File: src/rtl/wb_burst_slave_mem_if.sv
// rtl/wb_burst_slave_mem_if.sv - Wishbone B4 bus bundle between the master and wb_burst_slave_mem
interface wb_burst_slave_mem_if #(
  parameter int ADDR_WIDTH = 5,
  parameter int DATA_WIDTH = 32,
  parameter int SEL_WIDTH  = DATA_WIDTH / 8
);
  logic                  cyc_i;
  logic                  stb_i;
  logic                  we_i;
  logic [ADDR_WIDTH-1:0] adr_i;
  logic [DATA_WIDTH-1:0] dat_i;
  logic [SEL_WIDTH-1:0]  sel_i;
  logic [2:0]            cti_i;
  logic [1:0]            bte_i;
  logic [DATA_WIDTH-1:0] dat_o;
  logic                  ack_o;
  logic                  err_o;
  logic [1:0]            state_o;

  modport slave (
    input  cyc_i, stb_i, we_i, adr_i, dat_i, sel_i, cti_i, bte_i,
    output dat_o, ack_o, err_o, state_o
  );

  modport master (
    output cyc_i, stb_i, we_i, adr_i, dat_i, sel_i, cti_i, bte_i,
    input  dat_o, ack_o, err_o, state_o
  );
endinterface

File: src/rtl/wb_burst_slave_mem.sv
// rtl/wb_burst_slave_mem.sv - Wishbone B4 registered-feedback burst slave memory
// Optional beat/error statistics outputs enabled by WB_BURST_STATS_EN.
module wb_burst_slave_mem #(
  parameter int ADDR_WIDTH = 5,
  parameter int DATA_WIDTH = 32,
  parameter int SEL_WIDTH  = DATA_WIDTH / 8,
  parameter int DEPTH      = 24
) (
  input  logic clk_i,
  input  logic rst_i,
  wb_burst_slave_mem_if.slave bus
`ifdef WB_BURST_STATS_EN
  ,
  output logic [7:0] beat_cnt_o,
  output logic [7:0] err_cnt_o
`endif
);

  typedef enum logic [1:0] {
    S_IDLE    = 2'b00,
    S_CLASSIC = 2'b01,
    S_BURST   = 2'b10,
    S_ERR     = 2'b11
  } state_t;

  localparam logic [ADDR_WIDTH:0] DEPTH_W = (ADDR_WIDTH+1)'(DEPTH);

  state_t                state;
  logic [ADDR_WIDTH-1:0] cur_addr;
  logic [ADDR_WIDTH-1:0] next_addr;
  logic [ADDR_WIDTH-1:0] wrap_mask;
  logic [DATA_WIDTH-1:0] dat_q;
  logic                  ack_q;
  logic                  err_q;
  logic [DATA_WIDTH-1:0] mem [DEPTH];
  logic                  req_err;
  logic                  is_burst_cti;
  logic                  beat_done;
  logic                  wr_en;

  function automatic logic in_range(input logic [ADDR_WIDTH-1:0] a);
    return {1'b0, a} < DEPTH_W;
  endfunction

  // Linear uses an all-ones mask so the same expression covers every BTE.
  always_comb begin
    wrap_mask = '1;
    case (bus.bte_i)
      2'b01:   wrap_mask = ADDR_WIDTH'(3);
      2'b10:   wrap_mask = ADDR_WIDTH'(7);
      2'b11:   wrap_mask = ADDR_WIDTH'(15);
      default: wrap_mask = '1;
    endcase
    if (bus.cti_i == 3'b001)
      next_addr = cur_addr;
    else
      next_addr = (cur_addr & ~wrap_mask) | ((cur_addr + ADDR_WIDTH'(1)) & wrap_mask);
  end

  assign req_err      = !in_range(bus.adr_i) || (bus.cti_i inside {[3'b011:3'b110]});
  assign is_burst_cti = (bus.cti_i == 3'b001) || (bus.cti_i == 3'b010);
  assign beat_done    = bus.cyc_i && bus.stb_i && ack_q;
  assign wr_en        = beat_done && bus.we_i;

  always_ff @(posedge clk_i or posedge rst_i) begin
    if (rst_i) begin
      for (int i = 0; i < DEPTH; i++) mem[i] <= '0;
    end else if (wr_en) begin
      for (int k = 0; k < SEL_WIDTH; k++)
        if (bus.sel_i[k]) mem[cur_addr][8*k +: 8] <= bus.dat_i[8*k +: 8];
    end
  end

  always_ff @(posedge clk_i or posedge rst_i) begin
    if (rst_i) begin
      state    <= S_IDLE;
      cur_addr <= '0;
      dat_q    <= '0;
      ack_q    <= 1'b0;
      err_q    <= 1'b0;
    end else if (!bus.cyc_i) begin
      state <= S_IDLE;
      ack_q <= 1'b0;
      err_q <= 1'b0;
    end else begin
      case (state)
        S_IDLE: begin
          if (bus.stb_i) begin
            if (req_err) begin
              err_q <= 1'b1;
              state <= S_ERR;
            end else begin
              cur_addr <= bus.adr_i;
              dat_q    <= mem[bus.adr_i];
              ack_q    <= 1'b1;
              state    <= is_burst_cti ? S_BURST : S_CLASSIC;
            end
          end
        end
        S_CLASSIC: begin
          ack_q <= 1'b0;
          state <= S_IDLE;
        end
        S_BURST: begin
          if (!bus.stb_i) begin
            ack_q <= 1'b0;
          end else if (!ack_q) begin
            // Resuming after a master wait state: re-present the held address.
            ack_q <= 1'b1;
            dat_q <= mem[cur_addr];
          end else if (bus.cti_i == 3'b111) begin
            ack_q <= 1'b0;
            state <= S_IDLE;
          end else if (!in_range(next_addr)) begin
            ack_q <= 1'b0;
            err_q <= 1'b1;
            state <= S_ERR;
          end else begin
            cur_addr <= next_addr;
            dat_q    <= mem[next_addr];
          end
        end
        default: begin
          err_q <= 1'b0;
          state <= S_IDLE;
        end
      endcase
    end
  end

  assign bus.dat_o   = dat_q;
  assign bus.ack_o   = ack_q;
  assign bus.err_o   = err_q;
  assign bus.state_o = state;

`ifdef WB_BURST_STATS_EN
  logic [7:0] run_cnt;

  always_ff @(posedge clk_i or posedge rst_i) begin
    if (rst_i) begin
      run_cnt    <= '0;
      beat_cnt_o <= '0;
      err_cnt_o  <= '0;
    end else begin
      if (err_q && err_cnt_o != 8'hFF) err_cnt_o <= err_cnt_o + 8'd1;
      if (state == S_IDLE && bus.cyc_i && bus.stb_i && !req_err && is_burst_cti) begin
        run_cnt <= '0;
      end else if (state == S_BURST && beat_done) begin
        run_cnt <= run_cnt + 8'd1;
        if (bus.cti_i == 3'b111) beat_cnt_o <= run_cnt + 8'd1;
      end
    end
  end
`endif

endmodule

File: src/flat_wrapper.sv
// flat-port wrapper written by rule: the top's interface ports become plain ports
module wb_burst_slave_mem_flat 
#(
  parameter int ADDR_WIDTH = 5,
  parameter int DATA_WIDTH = 32,
  parameter int SEL_WIDTH  = DATA_WIDTH / 8,
  parameter int DEPTH      = 24
)
  (clk_i, rst_i, bus_cyc_i, bus_stb_i, bus_we_i, bus_adr_i, bus_dat_i, bus_sel_i, bus_cti_i, bus_bte_i, bus_dat_o, bus_ack_o, bus_err_o, bus_state_o);
  wb_burst_slave_mem_if #(.ADDR_WIDTH(ADDR_WIDTH), .DATA_WIDTH(DATA_WIDTH), .SEL_WIDTH(SEL_WIDTH)) bus_i ();
  input  logic clk_i;
  input  logic rst_i;
  input wire logic [$bits(bus_i.cyc_i)-1:0] bus_cyc_i;
  input wire logic [$bits(bus_i.stb_i)-1:0] bus_stb_i;
  input wire logic [$bits(bus_i.we_i)-1:0] bus_we_i;
  input wire logic [$bits(bus_i.adr_i)-1:0] bus_adr_i;
  input wire logic [$bits(bus_i.dat_i)-1:0] bus_dat_i;
  input wire logic [$bits(bus_i.sel_i)-1:0] bus_sel_i;
  input wire logic [$bits(bus_i.cti_i)-1:0] bus_cti_i;
  input wire logic [$bits(bus_i.bte_i)-1:0] bus_bte_i;
  output wire logic [$bits(bus_i.dat_o)-1:0] bus_dat_o;
  output wire logic [$bits(bus_i.ack_o)-1:0] bus_ack_o;
  output wire logic [$bits(bus_i.err_o)-1:0] bus_err_o;
  output wire logic [$bits(bus_i.state_o)-1:0] bus_state_o;
  assign bus_i.cyc_i = bus_cyc_i;
  assign bus_i.stb_i = bus_stb_i;
  assign bus_i.we_i = bus_we_i;
  assign bus_i.adr_i = bus_adr_i;
  assign bus_i.dat_i = bus_dat_i;
  assign bus_i.sel_i = bus_sel_i;
  assign bus_i.cti_i = bus_cti_i;
  assign bus_i.bte_i = bus_bte_i;
  assign bus_dat_o = bus_i.dat_o;
  assign bus_ack_o = bus_i.ack_o;
  assign bus_err_o = bus_i.err_o;
  assign bus_state_o = bus_i.state_o;
  wb_burst_slave_mem #(.ADDR_WIDTH(ADDR_WIDTH), .DATA_WIDTH(DATA_WIDTH), .SEL_WIDTH(SEL_WIDTH), .DEPTH(DEPTH)) u_core (.clk_i(clk_i), .rst_i(rst_i), .bus(bus_i));
endmodule
File: config.mk
export PLATFORM = sky130hd
export DESIGN_NAME = wb_burst_slave_mem_flat
export DESIGN_NICKNAME = d
export VERILOG_FILES = /design/src/rtl/wb_burst_slave_mem_if.sv /design/src/rtl/wb_burst_slave_mem.sv /design/src/flat_wrapper.sv
export SDC_FILE = /design/constraint.sdc
export NUM_CORES = 2
export LEC_CHECK = 0
export BUFFER_PORTS_ARGS = -buffer_cell sky130_fd_sc_hd__buf_2
export CAP_MARGIN = 30
export CORE_AREA = 5 5 275 277
export DETAILED_ROUTE_END_ITERATION = 10
export DIE_AREA = 0 0 280 282
export PLACE_DENSITY = 0.84
export SETUP_SLACK_MARGIN = 0.3
export SLEW_MARGIN = 20
export SYNTH_ARGS = -nofsm -noshare
export SYNTH_HDL_FRONTEND = slang
export SYNTH_SLANG_ARGS = --single-unit
File: constraint.sdc
create_clock -name clk_i -period 65.6 [get_ports clk_i]
set_input_delay 9.84 -clock clk_i [delete_from_list [all_inputs] [get_ports clk_i]]
set_output_delay 9.84 -clock clk_i [all_outputs]
set_load 0.01 [all_outputs]
# After elaboration in Yosys (flattened, before gate mapping)
# Index checks and enable logic that the tools add are counted.
[classes]
n_eq_ne = 26
n_mul = 0
add_sub_neg = 1
bitwise = 7
reduce_logical = 15
n_div = 0
muxes = 69
shift = 0
order_cmp = 8
[ops]
columns = ["operator", "n"]
rows = [
  ["$mux 768", 7],
  ["$bwmux 768", 4],
  ["$demux 32 s5", 4],
  ["$bmux 32 s5", 3],
  ["$mux 32", 13],
  ["$pmux 32 s2", 1],
  ["$mux 5", 7],
  ["$mux 24", 1],
  ["$ne 3x3->1 const B", 7],
  ["$ge 6x6->1 const B", 3],
  ["$not 5->6", 3],
  ["$mux 16", 1],
  ["$mux 2", 8],
  ["$pmux 5 s3", 1],
  ["$mux 1", 14],
  ["$reduce_and 7->1", 2],
  ["$and 5x5->5", 2],
  ["$lt 5x5->1 const B", 2],
  ["$ne 2x2->1 const B", 5],
  ["$pmux 5 s2", 1],
  ["$mux 8", 1],
  ["$reduce_and 8->1", 1],
  ["$eq 2x2->1 const B", 3],
  ["$lt 6x1->1 const B", 1],
  ["22 further kinds", 31],
]
[word_totals]
output_inout_bits = 36
wordCells = 155
reg_bits = 809
mem_bits_rw = 0
memories = 0
latch_bits = 0
rom_bits = 0

# Logic depth before layout (Yosys ltp)
[depth]
depth_word = 16
mapped_depth = 14

# Worst setup path after synthesis
# OpenSTA, ideal clock, no wires.
[synth_path]
path_kind = "input to register"
start = "in bus_adr_i[0]"
end = "reg u_core.dat_q[9], in the netlist u_core.bus.dat_o[9]"
path_buffers = 4
path_slack_ps = 53600
required_time_ps = 65480
path_stages = 10
t_arrival_ps = 11880
cell_sequence = "clkbuf_1 > clkbuf_1 > buf_2 > buf_2 > mux4_2 > mux2i_1 > nor2_1 > a21oi_1 > a21oi_1 > a31o_1"
[synth_via]
elab_chain_len = 7
[synth_rtl]
columns = ["item", "line_no", "rtl"]
rows = [
  ["start: declaration", "flat_wrapper.sv:16", "input wire logic [$bits(bus_i.adr_i)-1:0] bus_adr_i;"],
  ["$not 5->6 (implied by the code)", "wb_burst_slave_mem.sv:94", "dat_q <= mem[bus.adr_i];"],
  ["$bmux 32 s5", "wb_burst_slave_mem.sv:94", ""],
  ["$mux 32 (implied by the code) (2 in series)", "wb_burst_slave_mem.sv:94", ""],
  ["$mux 32", "wb_burst_slave_mem.sv:89", "if (req_err) begin"],
  ["$mux 32", "wb_burst_slave_mem.sv:88", "if (bus.stb_i) begin"],
  ["$pmux 32 s2", "wb_burst_slave_mem.sv:86", "case (state)"],
  ["end signal: assignment", "wb_burst_slave_mem.sv:94", ""],
  ["end signal: assignment", "wb_burst_slave_mem.sv:110", "dat_q <= mem[cur_addr];"],
  ["end signal: assignment", "wb_burst_slave_mem.sv:120", "dat_q <= mem[next_addr];"],
  ["end: declaration", "wb_burst_slave_mem.sv:32", "logic [DATA_WIDTH-1:0] dat_q;"],
]
# Parallel ways exist; a longest one is shown, timed or not. The select of a mux whose other input is x is not followed.
# A chain may end at the register's enable or synchronous reset.

# Worst setup path after layout
[layout_path]
start = "in bus_cti_i[0]"
end = "reg u_core.dat_q[6], in the netlist u_core.bus.dat_o[6]"
[layout_via]
elab_chain_len = 11
[layout_rtl]
columns = ["item", "line_no", "rtl"]
rows = [
  ["start: declaration", "flat_wrapper.sv:19", "input wire logic [$bits(bus_i.cti_i)-1:0] bus_cti_i;"],
  ["$eq 3x1->1", "wb_burst_slave_mem.sv:54", "if (bus.cti_i == 3'b001)"],
  ["$mux 5", "wb_burst_slave_mem.sv:54", ""],
  ["$not 5->6 (implied by the code)", "wb_burst_slave_mem.sv:120", ""],
  ["$bmux 32 s5", "wb_burst_slave_mem.sv:120", ""],
  ["$mux 32 (implied by the code) (2 in series)", "wb_burst_slave_mem.sv:120", ""],
  ["$mux 32", "wb_burst_slave_mem.sv:114", "end else if (!in_range(next_addr)) begin"],
  ["$mux 32", "wb_burst_slave_mem.sv:111", "end else if (bus.cti_i == 3'b111) begin"],
  ["$mux 32", "wb_burst_slave_mem.sv:107", "end else if (!ack_q) begin"],
  ["$mux 32", "wb_burst_slave_mem.sv:105", "if (!bus.stb_i) begin"],
  ["$pmux 32 s2", "wb_burst_slave_mem.sv:86", ""],
]
# Parallel ways exist; a longest one is shown, timed or not. The select of a mux whose other input is x is not followed.

==> results.ini <==
[status]
status = complete, no violations

[clock_tree]
cts_hold_buf = 0
cts_tree = done
post_cts_resized = 0
htreeDepth = 3
cts_buffers = 88
insertion_delay_ps = 670
root_buffer = clkbuf_16
cts_buffer_depth = 3
cts_post_setup_buffers_inserted = 0
cts.sinks = 809
path_clk_slew_ps = 60

[setup_path]
cp_top_family = buffers and inverters
timing.rr.start = u_core.cur_addr[0]$_DFFE_PP0P_
path_max_fanout = 77
crit_path_start_kind = input port
setup.worst_path.end = u_core.bus.dat_o[6]$_DFFE_PP0P_
crit_start = bus_cti_i[0]
r2r_end = u_core.bus.dat_o[23]$_DFFE_PP0P_
worst-path-buf-inv = 5
cp_slowest_cell = buf_4
path_depth = 12
cpMostUsedCell = buf_4
r2r_cells = 10
rrSetupSlack_ps = 60000
crit_chain = buf_2 -> nor3b_4 -> buf_4 -> xnor2_4 -> buf_4 -> buf_4 -> buf_4 -> nand2_1 -> a32oi_1 -> a31oi_1 -> and3_1 -> o31ai_1
worstPathArrival_ps = 14250
cp-end-kind = register
cpPeakStageDelay_ps = 920
critPathRequiredTime_ps = 66150
worst-setup-path-type = in -> reg

[die]
coreArea_sq_mm = 0.0726
ioPinCount = 87
fp.dieH_um = 282
num_rows = 99
die-area_sq_mm = 0.0790
die_x_um = 280
initial_core_util = 0.687

[yosys]
ys_warn_count = 0
async_reset_ff_frac = 1.00
synth_commonest_cells = dfrtp_1 (809), mux2_2 (777), nand2_1 (640), mux4_2 (429), clkbuf_1 (223)
syn_nets = 4118
synthDistinctLibCells = 75
synth.area.top_cells = dfrtp_1 (41%), mux4_2 (19%), mux2_2 (18%)
netlist.area_leader.share = 0.406
syn_area_per_cell_sq_um = 12.3
synth_flop_cell = dfrtp_1
synth-seq-cells = 809
synth_edf_count = 0
yosysTopAreaCell = dfrtp_1
syn_area_sq_mm = 0.0499
postSynthCellCount = 4058
synth_seq_area_share = 0.406
yosysMostFrequentCell = dfrtp_1

[power_and_ir_drop]
p_int_mw = 1.09
max-vdd-ir-drop_uv = 35.9
powerDensity_mw_per_mm2 = 35.0
switching_share = 0.424
pwr-share-seq = 0.314
power_leakage_nw = 23.8
clkPwrFrac = 0.274
comb_power_share = 0.412
p_sw_mw = 0.802

[final_layout]
postLayoutCoreUtil = 0.744
multiInputGateArea_sq_mm = 0.0281
area_growth_pct = 8.35
num-nets-final = 4006
n_fill_cell = 4472
layout.cells.non_filler = 4986
drive_gt1_frac = 0.391
register_area_sq_mm = 0.0203

[route]
dr.pass1.iters = 7
drt_iter0_drc = 6801
routed_via_density = 8.03
wire_per_inst_um = 33.6
num_vias = 40035
drc = 0
ant_nets = 0
routed_wl_um = 168000

[timing]
maxSlewHeadroom = 0.309
setup_tns_ps = 0
finalHoldViolCount = 0
setup_viol_count_final = 0
min_period_over_period = 0.209
grt_setup_unrepaired = no
worst_slew_pin_slew_ps = 1040
max_freq_ghz = 0.0730
drv_slew = 0
clock_skew_ps = 21.8
fin_crit_ps = 13700

[global_route]
grt-ovfl-total = 0
antenna_found_initial = 8
grt_pass1_vias = 39760
grt_max_degree = 116
grt.total_usage = 0.419
grt_pass1_wl_um = 248000

[placed_design]
dp_cells = 4805
io_buffers = 86
routabilityCongestion = 0.914
dp_hpwl_um = 93900

[worst_hold_path]
min_path_type = reg -> reg

[job]
drv_cap = 0

==> registers in the layout (all words and copies together) (netlist names) <==
register	flops
u_core.bus.dat_o	32
u_core.bus.state_o	2
u_core.bus.ack_o	1
u_core.mem	768
u_core.cur_addr	5
u_core.bus.err_o	1
==> logic make-up (layout without fill, tap and decap cells) <==
kind of cell / Yosys count / count (layout) / synth area share
mux: 1397 / 1397 / 0.408
simple gates: 991 / 991 / 0.0857
flops: 809 / 809 / 0.406
compound gates: 463 / 463 / 0.0648
buf+inv: 386 / 344 / 0.0328
fa+ha+maj: 9 / 9 / 0.00226
xor+xnor: 3 / 3 / 0.000828
other cells: 0 / 11 / 0
==> per-stage QoR <==
step | instance area (sq um) | setup slack [ps] | hold slack, ps | power (mW)
6_report | 54000 | 51900 | 522 | 1.89
2_1_floorplan | 49900 | 33040 | 507 | 1.06
3_3_place_gp | 50600 | 51540 | 487 | 1.31
3_5_place_dp | 50800 | 51410 | 501 | 1.33
4_1_cts | 53800 | 52060 | 518 | 1.84
5_1_grt | 54000 | 51770 | 538 | 1.92
==> placed cells by master (no fill, tap or decap), types with 14 or more instances in the layout <==
cell | synthesis | layout
nor2_1 | 54 | 47
clkbuf_8 | 0 | 28
a221oi_1 | 20 | 20
a211oi_1 | 23 | 23
o31ai_1 | 22 | 22
nand3_1 | 196 | 196
mux4_2 | 429 | 429
a32oi_1 | 65 | 65
a31oi_1 | 91 | 90
clkbuf_16 | 0 | 91
clkinv_2 | 0 | 16
and3_1 | 42 | 42
a22oi_1 | 30 | 29
buf_2 | 105 | 83
mux2i_1 | 191 | 191
clkbuf_1 | 223 | 14
a21oi_1 | 78 | 78
nand2_1 | 640 | 639
nand4_1 | 19 | 19
o21ai_0 | 51 | 51
mux2_2 | 777 | 777
dfrtp_1 | 809 | 803
buf_4 | 10 | 67
==> routing by layer <==
layer / vias to the layer above / routed length, um / GRT usage
li1: 15329 / - / -
met1: 19771 / 54000 / 0.528
met2: 3804 / 71400 / 0.600
met3: 1127 / 27500 / 0.173
met4: 4 / 14700 / 0.277
met5: - / 73 / 0.00596
==> how the worst min path moves through the flow <==
| stage | end | cells past startpoint | slack (ps) | startpoint |
|---|---|---|---|---|
| after global placement | u_core.bus.dat_o[6]$_DFFE_PP0P_ | 2 | 490 | u_core.bus.dat_o[6]$_DFFE_PP0P_ |
| after floorplan | u_core.mem[223]$_DFFE_PP0P_ | 1 | 510 | u_core.mem[223]$_DFFE_PP0P_ |
| final | u_core.bus.dat_o[6]$_DFFE_PP0P_ | 2 | 520 | u_core.bus.dat_o[6]$_DFFE_PP0P_ |
| after detailed placement | u_core.bus.dat_o[17]$_DFFE_PP0P_ | 2 | 500 | u_core.bus.dat_o[17]$_DFFE_PP0P_ |
| after CTS | u_core.bus.dat_o[6]$_DFFE_PP0P_ | 2 | 520 | u_core.bus.dat_o[6]$_DFFE_PP0P_ |
| after global routing | u_core.bus.dat_o[6]$_DFFE_PP0P_ | 2 | 540 | u_core.bus.dat_o[6]$_DFFE_PP0P_ |
==> power groups by stage <==
| stage | registers, mW | logic [mW] | clock network, mW |
|---|---|---|---|
| finish | 0.595 | 0.780 | 0.518 |
| detailed placement | 0.599 | 0.726 | 0 |
| floorplan | 0.574 | 0.489 | 0 |
| global route | 0.597 | 0.787 | 0.539 |
| global placement | 0.596 | 0.709 | 0 |
| CTS | 0.591 | 0.732 | 0.516 |
==> layout make-up <==
cell class                      instances  share of cell area
Clock inverter                         28             0.00535
Timing Repair Buffer                  169              0.0249
Multi-Input combinational cell       2863               0.521
Clock buffer                          132              0.0500
Sequential cell                       809               0.375
Antenna cell                           11            0.000509
Tap cell                              959              0.0222
Inverter                               15             0.00118
==> worst min-delay path: cells and delay by family (launching register included) <==
family	cells	cell delay, ps
mux	1	70
flops	1	350
compound gates	1	70
No activity file was read; power rests on OpenSTA's default activity.
